File: src/rtl/fwd_pkg.sv
// fwd_pkg: shared types for the operand forwarding unit.
// Stage tag layout, forwarding select encoding and tag helpers.
package fwd_pkg;

    // Widest register address and source count a tag can carry.
    localparam int TAG_AW  = 5;
    localparam int MAX_SRC = 3;

    typedef logic [TAG_AW-1:0] tag_addr_t;

    typedef enum logic [1:0] {
        FWD_REG = 2'b00,
        FWD_WB  = 2'b01,
        FWD_MEM = 2'b10
    } fwd_sel_e;

    typedef struct packed {
        logic                    valid;
        tag_addr_t               rd;
        logic                    reg_write;
        logic                    is_load;
        tag_addr_t [MAX_SRC-1:0] rs_addr;
        logic [MAX_SRC-1:0]      rs_used;
    } stage_tag_t;

    localparam stage_tag_t BUBBLE = '0;

    // A stage produces register a; x0 is never a real producer.
    function automatic logic writes_reg(stage_tag_t t, tag_addr_t a);
        return t.valid && t.reg_write && (t.rd == a) && (a != '0);
    endfunction

endpackage

File: src/rtl/fwd_operand_mux.sv
// fwd_operand_mux: per-operand forwarding comparator and 3:1 mux.
// MEM is the younger producer, so it takes priority over WB.
module fwd_operand_mux
    import fwd_pkg::*;
#(
    parameter int XLEN   = 32,
    parameter bit FWD_EN = 1'b1
) (
    input  logic            src_used_i,
    input  tag_addr_t       src_addr_i,
    input  logic            mem_wr_i,
    input  tag_addr_t       mem_rd_i,
    input  logic            wb_wr_i,
    input  tag_addr_t       wb_rd_i,
    input  logic [XLEN-1:0] reg_data_i,
    input  logic [XLEN-1:0] mem_result_i,
    input  logic [XLEN-1:0] wb_result_i,
    output logic [XLEN-1:0] operand_o,
    output fwd_sel_e        sel_o
);

    logic src_live;
    logic mem_hit;
    logic wb_hit;

    assign src_live = FWD_EN && src_used_i && (src_addr_i != '0);
    assign mem_hit  = src_live && mem_wr_i && (mem_rd_i == src_addr_i);
    assign wb_hit   = src_live && wb_wr_i && (wb_rd_i == src_addr_i);

    // Pick the youngest matching producer, else the register file.
    always_comb begin
        sel_o     = FWD_REG;
        operand_o = reg_data_i;
        if (mem_hit) begin
            sel_o     = FWD_MEM;
            operand_o = mem_result_i;
        end else if (wb_hit) begin
            sel_o     = FWD_WB;
            operand_o = wb_result_i;
        end
    end

endmodule

File: src/rtl/operand_forward_unit.sv
// operand_forward_unit: hazard detection and operand forwarding.
// Keeps its own EX/MEM/WB destination tags to drive stalls and muxes.
module operand_forward_unit
    import fwd_pkg::*;
#(
    parameter int XLEN       = 32,
    parameter int NUM_SRC    = 2,
    parameter int REG_ADDR_W = 5,
    parameter bit FWD_EN     = 1'b1
) (
    input  logic                          clk,
    input  logic                          rst,
    input  logic                          id_valid,
    input  logic [NUM_SRC*REG_ADDR_W-1:0] id_rs_addr,
    input  logic [NUM_SRC-1:0]            id_rs_used,
    input  logic [REG_ADDR_W-1:0]         id_rd_addr,
    input  logic                          id_reg_write,
    input  logic                          id_is_load,
    input  logic                          flush,
    input  logic                          mem_ready,
    input  logic [NUM_SRC*XLEN-1:0]       ex_reg_data,
    input  logic [XLEN-1:0]               mem_result,
    input  logic [XLEN-1:0]               wb_result,
    output logic [NUM_SRC*XLEN-1:0]       ex_operand,
    output logic [NUM_SRC*2-1:0]          fwd_sel,
    output logic                          stall,
    output logic [31:0]                   stall_count
);

    stage_tag_t  ex_q, mem_q, wb_q;
    stage_tag_t  ex_d, mem_d, wb_d;
    stage_tag_t  id_tag;
    logic        mem_stall;
    logic        raw_hazard;
    logic        ex_bubble;
    logic [31:0] stall_cnt_q, stall_cnt_d;
    logic        mem_wr;
    logic        wb_wr;
    logic        ex_src_hits_mem_load;
    logic        unused_tag_bits;

    // Repack the decode fields into the shared tag format.
    always_comb begin
        id_tag           = BUBBLE;
        id_tag.valid     = 1'b1;
        id_tag.rd        = tag_addr_t'(id_rd_addr);
        id_tag.reg_write = id_reg_write;
        id_tag.is_load   = id_is_load;
        for (int i = 0; i < NUM_SRC; i++) begin
            id_tag.rs_addr[i] =
                tag_addr_t'(id_rs_addr[i*REG_ADDR_W +: REG_ADDR_W]);
            id_tag.rs_used[i] = id_rs_used[i];
        end
    end

    // Detect RAW hazards the datapath cannot cover by forwarding.
    always_comb begin
        raw_hazard = 1'b0;
        for (int i = 0; i < NUM_SRC; i++) begin
            if (id_tag.rs_used[i]) begin
                if (FWD_EN) begin
                    if (writes_reg(ex_q, id_tag.rs_addr[i]) &&
                        ex_q.is_load)
                        raw_hazard = 1'b1;
                end else begin
                    if (writes_reg(ex_q, id_tag.rs_addr[i]) ||
                        writes_reg(mem_q, id_tag.rs_addr[i]) ||
                        writes_reg(wb_q, id_tag.rs_addr[i]))
                        raw_hazard = 1'b1;
                end
            end
        end
        raw_hazard = raw_hazard & id_valid;
    end

    assign mem_stall = mem_q.valid & mem_q.is_load & ~mem_ready;
    assign stall     = mem_stall | (raw_hazard & ~flush);
    assign ex_bubble = raw_hazard | flush | ~id_valid;

    // Advance the tag pipe unless memory is holding a load.
    always_comb begin
        ex_d  = ex_q;
        mem_d = mem_q;
        wb_d  = wb_q;
        if (!mem_stall) begin
            wb_d  = mem_q;
            mem_d = ex_q;
            ex_d  = ex_bubble ? BUBBLE : id_tag;
        end
    end

    // Saturating count of stalled cycles.
    always_comb begin
        stall_cnt_d = stall_cnt_q;
        if (stall && (stall_cnt_q != 32'hFFFF_FFFF))
            stall_cnt_d = stall_cnt_q + 32'd1;
    end

    // Tag and counter state; reset empties the pipe at once.
    always_ff @(posedge clk or posedge rst) begin
        if (rst) begin
            ex_q        <= BUBBLE;
            mem_q       <= BUBBLE;
            wb_q        <= BUBBLE;
            stall_cnt_q <= '0;
        end else begin
            ex_q        <= ex_d;
            mem_q       <= mem_d;
            wb_q        <= wb_d;
            stall_cnt_q <= stall_cnt_d;
        end
    end

    assign stall_count = stall_cnt_q;

    // A load in MEM has no data yet, so it is never a forward source.
    assign mem_wr = mem_q.valid & mem_q.reg_write & ~mem_q.is_load;
    assign wb_wr  = wb_q.valid & wb_q.reg_write;

    for (genvar g = 0; g < NUM_SRC; g++) begin : g_src
        fwd_sel_e sel_w;

        fwd_operand_mux #(
            .XLEN   (XLEN),
            .FWD_EN (FWD_EN)
        ) u_mux (
            .src_used_i   (ex_q.rs_used[g]),
            .src_addr_i   (ex_q.rs_addr[g]),
            .mem_wr_i     (mem_wr),
            .mem_rd_i     (mem_q.rd),
            .wb_wr_i      (wb_wr),
            .wb_rd_i      (wb_q.rd),
            .reg_data_i   (ex_reg_data[g*XLEN +: XLEN]),
            .mem_result_i (mem_result),
            .wb_result_i  (wb_result),
            .operand_o    (ex_operand[g*XLEN +: XLEN]),
            .sel_o        (sel_w)
        );

        assign fwd_sel[g*2 +: 2] = sel_w;
    end

    // The interlock keeps a consumer out of EX while its load is in MEM.
    always_comb begin
        ex_src_hits_mem_load = 1'b0;
        for (int i = 0; i < NUM_SRC; i++) begin
            if (ex_q.rs_used[i] && mem_q.is_load &&
                writes_reg(mem_q, ex_q.rs_addr[i]))
                ex_src_hits_mem_load = 1'b1;
        end
    end

    a_no_mem_load_fwd : assert property (
        @(posedge clk) disable iff (rst) !ex_src_hits_mem_load
    );

    // Source fields ride along in later stages but are not consulted.
    assign unused_tag_bits = ^{wb_q, mem_q.rs_addr, mem_q.rs_used,
                               ex_q.rs_addr, ex_q.rs_used};

endmodule

File: config.mk
export PLATFORM = sky130hd
export DESIGN_NAME = operand_forward_unit
export DESIGN_NICKNAME = d
export VERILOG_FILES = /design/src/rtl/fwd_pkg.sv /design/src/rtl/fwd_operand_mux.sv /design/src/rtl/operand_forward_unit.sv
export SDC_FILE = /design/constraint.sdc
export NUM_CORES = 1
export LEC_CHECK = 0
export ABC_AREA = 1
export CORE_ASPECT_RATIO = 1.5
export CORE_MARGIN = 2
export CORE_UTILIZATION = 42
export DETAILED_ROUTE_END_ITERATION = 12
export PLACE_DENSITY = 0.89
export SYNTH_ARGS = -nofsm -noshare
export SYNTH_HDL_FRONTEND = slang
export SYNTH_SLANG_ARGS = --single-unit
File: constraint.sdc
create_clock -name clk -period 2.4 [get_ports clk]
set_input_delay 0.36 -clock clk [delete_from_list [all_inputs] [get_ports clk]]
set_output_delay 0.36 -clock clk [all_outputs]
set_load 0.03 [all_outputs]
==> flow_summary_export.csv <==
group,metric,value,unit
outcome,status,"complete, but fails checks",
outcome,violations,"setup timing",
drt,viasPerCell,6.45,
drt,drt_first_pass_iters,6,
logic_synthesis,ys.flop_type,"dfrtp_1",
drt,wirelength,33400,um
drt,vias,8367,
logic_synthesis,synthDistinctLibCells,28,
global_route,track_usage,0.389,
logic_synthesis,syn_avg_cell_area,6.37,um2
place,place_ws,0.0235,ns
sta,finalHoldViolCount,0,
pwr,p_leak,4.48,nW
sta,maxSlewViolCount,0,
place,dp.cells,1239,
floorplan,core_area,12500,um2
logic_synthesis,synth_fa_ha_area_frac,0.00232,
sta,setup-violations-final,66,
logic_synthesis,netlist_area,5400,um2
logic_synthesis,async_flop_share,1.00,
clocking,cts_tree,"done",
logic_synthesis,synth_top_family_by_area,"simple AND/OR/NAND/NOR gates",
logic_synthesis,ys_seq_area_frac,0.310,
logic_synthesis,synth_mux_area_frac,0,
floorplan,die_h,143,um
logic_synthesis,synth_compound_area_frac,0.106,
place,placed_cell_area,8110,um2
floorplan,initial_core_util,0.432,
floorplan,die_w,96.6,um
logic_synthesis,synthMostInstantiatedCell,"nand2_1",
sta,rsz0062_at_grt,"true",
sta,whs,0.345,ns
place,dp_hpwl,18100,um
place,place_congestion,0.993,
drt,wl_per_cell,25.8,um
worst_setup_path,cpMostUsedCell,"buf_4",
drt,drtIter0Drc,813,
worst_setup_path,r2r-end,"stall_count[6]$_DFFE_PP0P_",
clocking,clk_latency,0.34,ns
global_route,grt_max_degree,49,
final_layout,final_util,0.830,
clocking,clock_sinks,67,
global_route,overflow,0,
clocking,cts_hold_buf,0,
worst_hold_path,holdCritPathClass,"in2async",
drt,drc_errors,0,
worst_setup_path,path_buf_inv,3,
logic_synthesis,synthXorXnorAreaFrac,0.0583,
logic_synthesis,synth_edf_count,0,
sta,fmax,345,MHz
logic_synthesis,yosysWarningCount,0,
final_layout,drive_above_1_share,0.275,
logic_synthesis,ys_top_cells_by_count,"nand2_1, nor2_1, nand4_1, dfrtp_1, a31oi_1",
logic_synthesis,synthSimpleGateAreaFrac,0.436,
sta,tightest_slew,0.545,ns
sta,period_minus_slack,2.90,ns
worst_setup_path,arrival,2.54,ns
global_route,grt_pass1_wl,42100,um
clocking,clk_pin_slew,0.06,ns
final_layout,area_growth,92.1,%
logic_synthesis,synth_area_leaders,"dfrtp_1, nand2_1, nand4_1",
pwr,p_per_area,388,nW/um2
floorplan,ioPinCount,253,
final_layout,final_cell_area,10400,um2
clocking,cts_buffer_depth,2,
worst_setup_path,worstPathMaxFanout,11,
worst_setup_path,reg2reg_from,"stall_count[1]$_DFFE_PP0P_",
pwr,ir_drop,550,uV
logic_synthesis,yosys.area.top_type_share,0.310,
clocking,cts_root_buf,"clkbuf_16",
final_layout,final_cells,1297,
worst_setup_path,worstSetupStartpointType,"register",
worst_setup_path,crit_family,"simple AND/OR/NAND/NOR gates",
job,drv_cap,0,
global_route,grt_pass1_vias,7790,
logic_synthesis,synth_nets,1002,
drt,ant_nets,0,
logic_synthesis,synthCells,849,
global_route,antenna_found_initial,4,
final_layout,final_nets,1288,
sta,clock_skew,0.00543,ns
worst_setup_path,reg2reg_slack,0.35,ns
clocking,cts_buffers,9,
floorplan,rows,50,
logic_synthesis,synth_top_area_cell,"dfrtp_1",
floorplan,die-area,13800,um2
worst_setup_path,cp.required,2.04,ns
worst_setup_path,worstSetupEndpointType,"output port",
worst_setup_path,worstPathCellList,"xor2_1 -> nor3_4 -> buf_4 -> buf_4 -> nand4_1 -> a31oi_1 -> buf_4",
sta,min_period_over_period,1.21,
sta,slew_headroom,0.634,
worst_setup_path,crit_type,"reg2out",
worst_setup_path,cp_slowest_cell,"dfrtp_2",
place,io_buffers,252,
worst_setup_path,reg2reg_depth,9,
clocking,htreeDepth,3,
worst_setup_path,slowest_delay,0.45,ns
sta,fin_ws,-0.499,ns
logic_synthesis,synth-seq-cells,67,
## layer usage
metal  routed length, um  track usage
met1               10200        0.406
met2               15000        0.669
met3                4770        0.146
met4                3390        0.228
met5                  44            0
## repair_timing
action,4_1_cts,5_1_grt
buffers inserted,15,7
gates cloned,11,8
pin swaps,31,41
gates resized for setup,119,168
setup endpoints to repair,66,68
## cell families (layout without fill, tap and decap cells)
group / Yosys count / in the layout
other cells: 0 / 1
compound gates: 95 / 95
fa+ha+maj: 1 / 1
flops: 67 / 67
simple gates: 538 / 539
xor+xnor: 36 / 36
buf+inv: 112 / 402
## cell type report
type                    instances  area (um2)
repair buffers                328        3670
inverters                      58         230
well taps                     156         195
clock buffers                  11         243
multi-input cells             671        4270
clock inverters                 5        85.1
fillers                       684        2130
flip-flops and latches         67        1680
diodes                          1        2.50
## through the flow
step	setup TNS, ns	total power [W]
floorplan	0	0.00168
detailed placement	0	0.00222
global placement	0	0.00222
global route	-15.42	0.00411
finish	-13.32	0.00403
CTS	-3.82	0.00380
## worst max-delay path by stage
stage,depth (start not counted),slack [ns],end,start
floorplan,5,0.14,ex_operand[33],wb_q[22]$_DFFE_PP0N_
global placement,8,0.1,ex_operand[48],mem_q[20]$_DFFE_PP0N_
detailed placement,8,0.02,ex_operand[48],mem_q[20]$_DFFE_PP0N_
CTS,9,-0.12,ex_operand[42],mem_q[20]$_DFFE_PP0N_
global route,9,-0.54,ex_operand[3],wb_q[23]$_DFFE_PP0N_
finish,7,-0.50,ex_operand[3],ex_q[5]$_DFFE_PP0N_
## power by group
group | internal (W) | switching [W] | total [W]
sequential | 0.00118 | 0.0000642 | 0.00124
combinational | 0.000631 | 0.000695 | 0.00133
clock | 0.000943 | 0.000520 | 0.00146
total | 0.00275 | 0.00128 | 0.00403
## flip-flops by register name, summed over array words and instances, names as in the netlist
| name | cells |
|---|---|
| wb_q | 7 |
| stall_count | 32 |
| ex_q | 20 |
| mem_q | 8 |
## cells in the final DEF (no fill, tap or decap), types with 4 or more instances in the layout
master             n
nand2_1          215
clkdlybuf4s50_1  183
nor2_1            87
nand4_1           76
dfrtp_1           64
buf_4             64
nand3_1           47
inv_1             45
buf_6             40
a31oi_1           31
nand2_2           30
nor2_4            30
a31oi_4           29
xor2_1            26
buf_12            20
o21ai_0           19
clkbuf_16         17
nor3_1            14
nand2_4           13
inv_2             12
xnor2_1            9
o22ai_1            9
buf_16             9
nor2_2             8
nor3_4             4
nand3_4            4
a31oi_2            4
buf_8              4
Note: power is estimated with default switching activity, not from simulation.
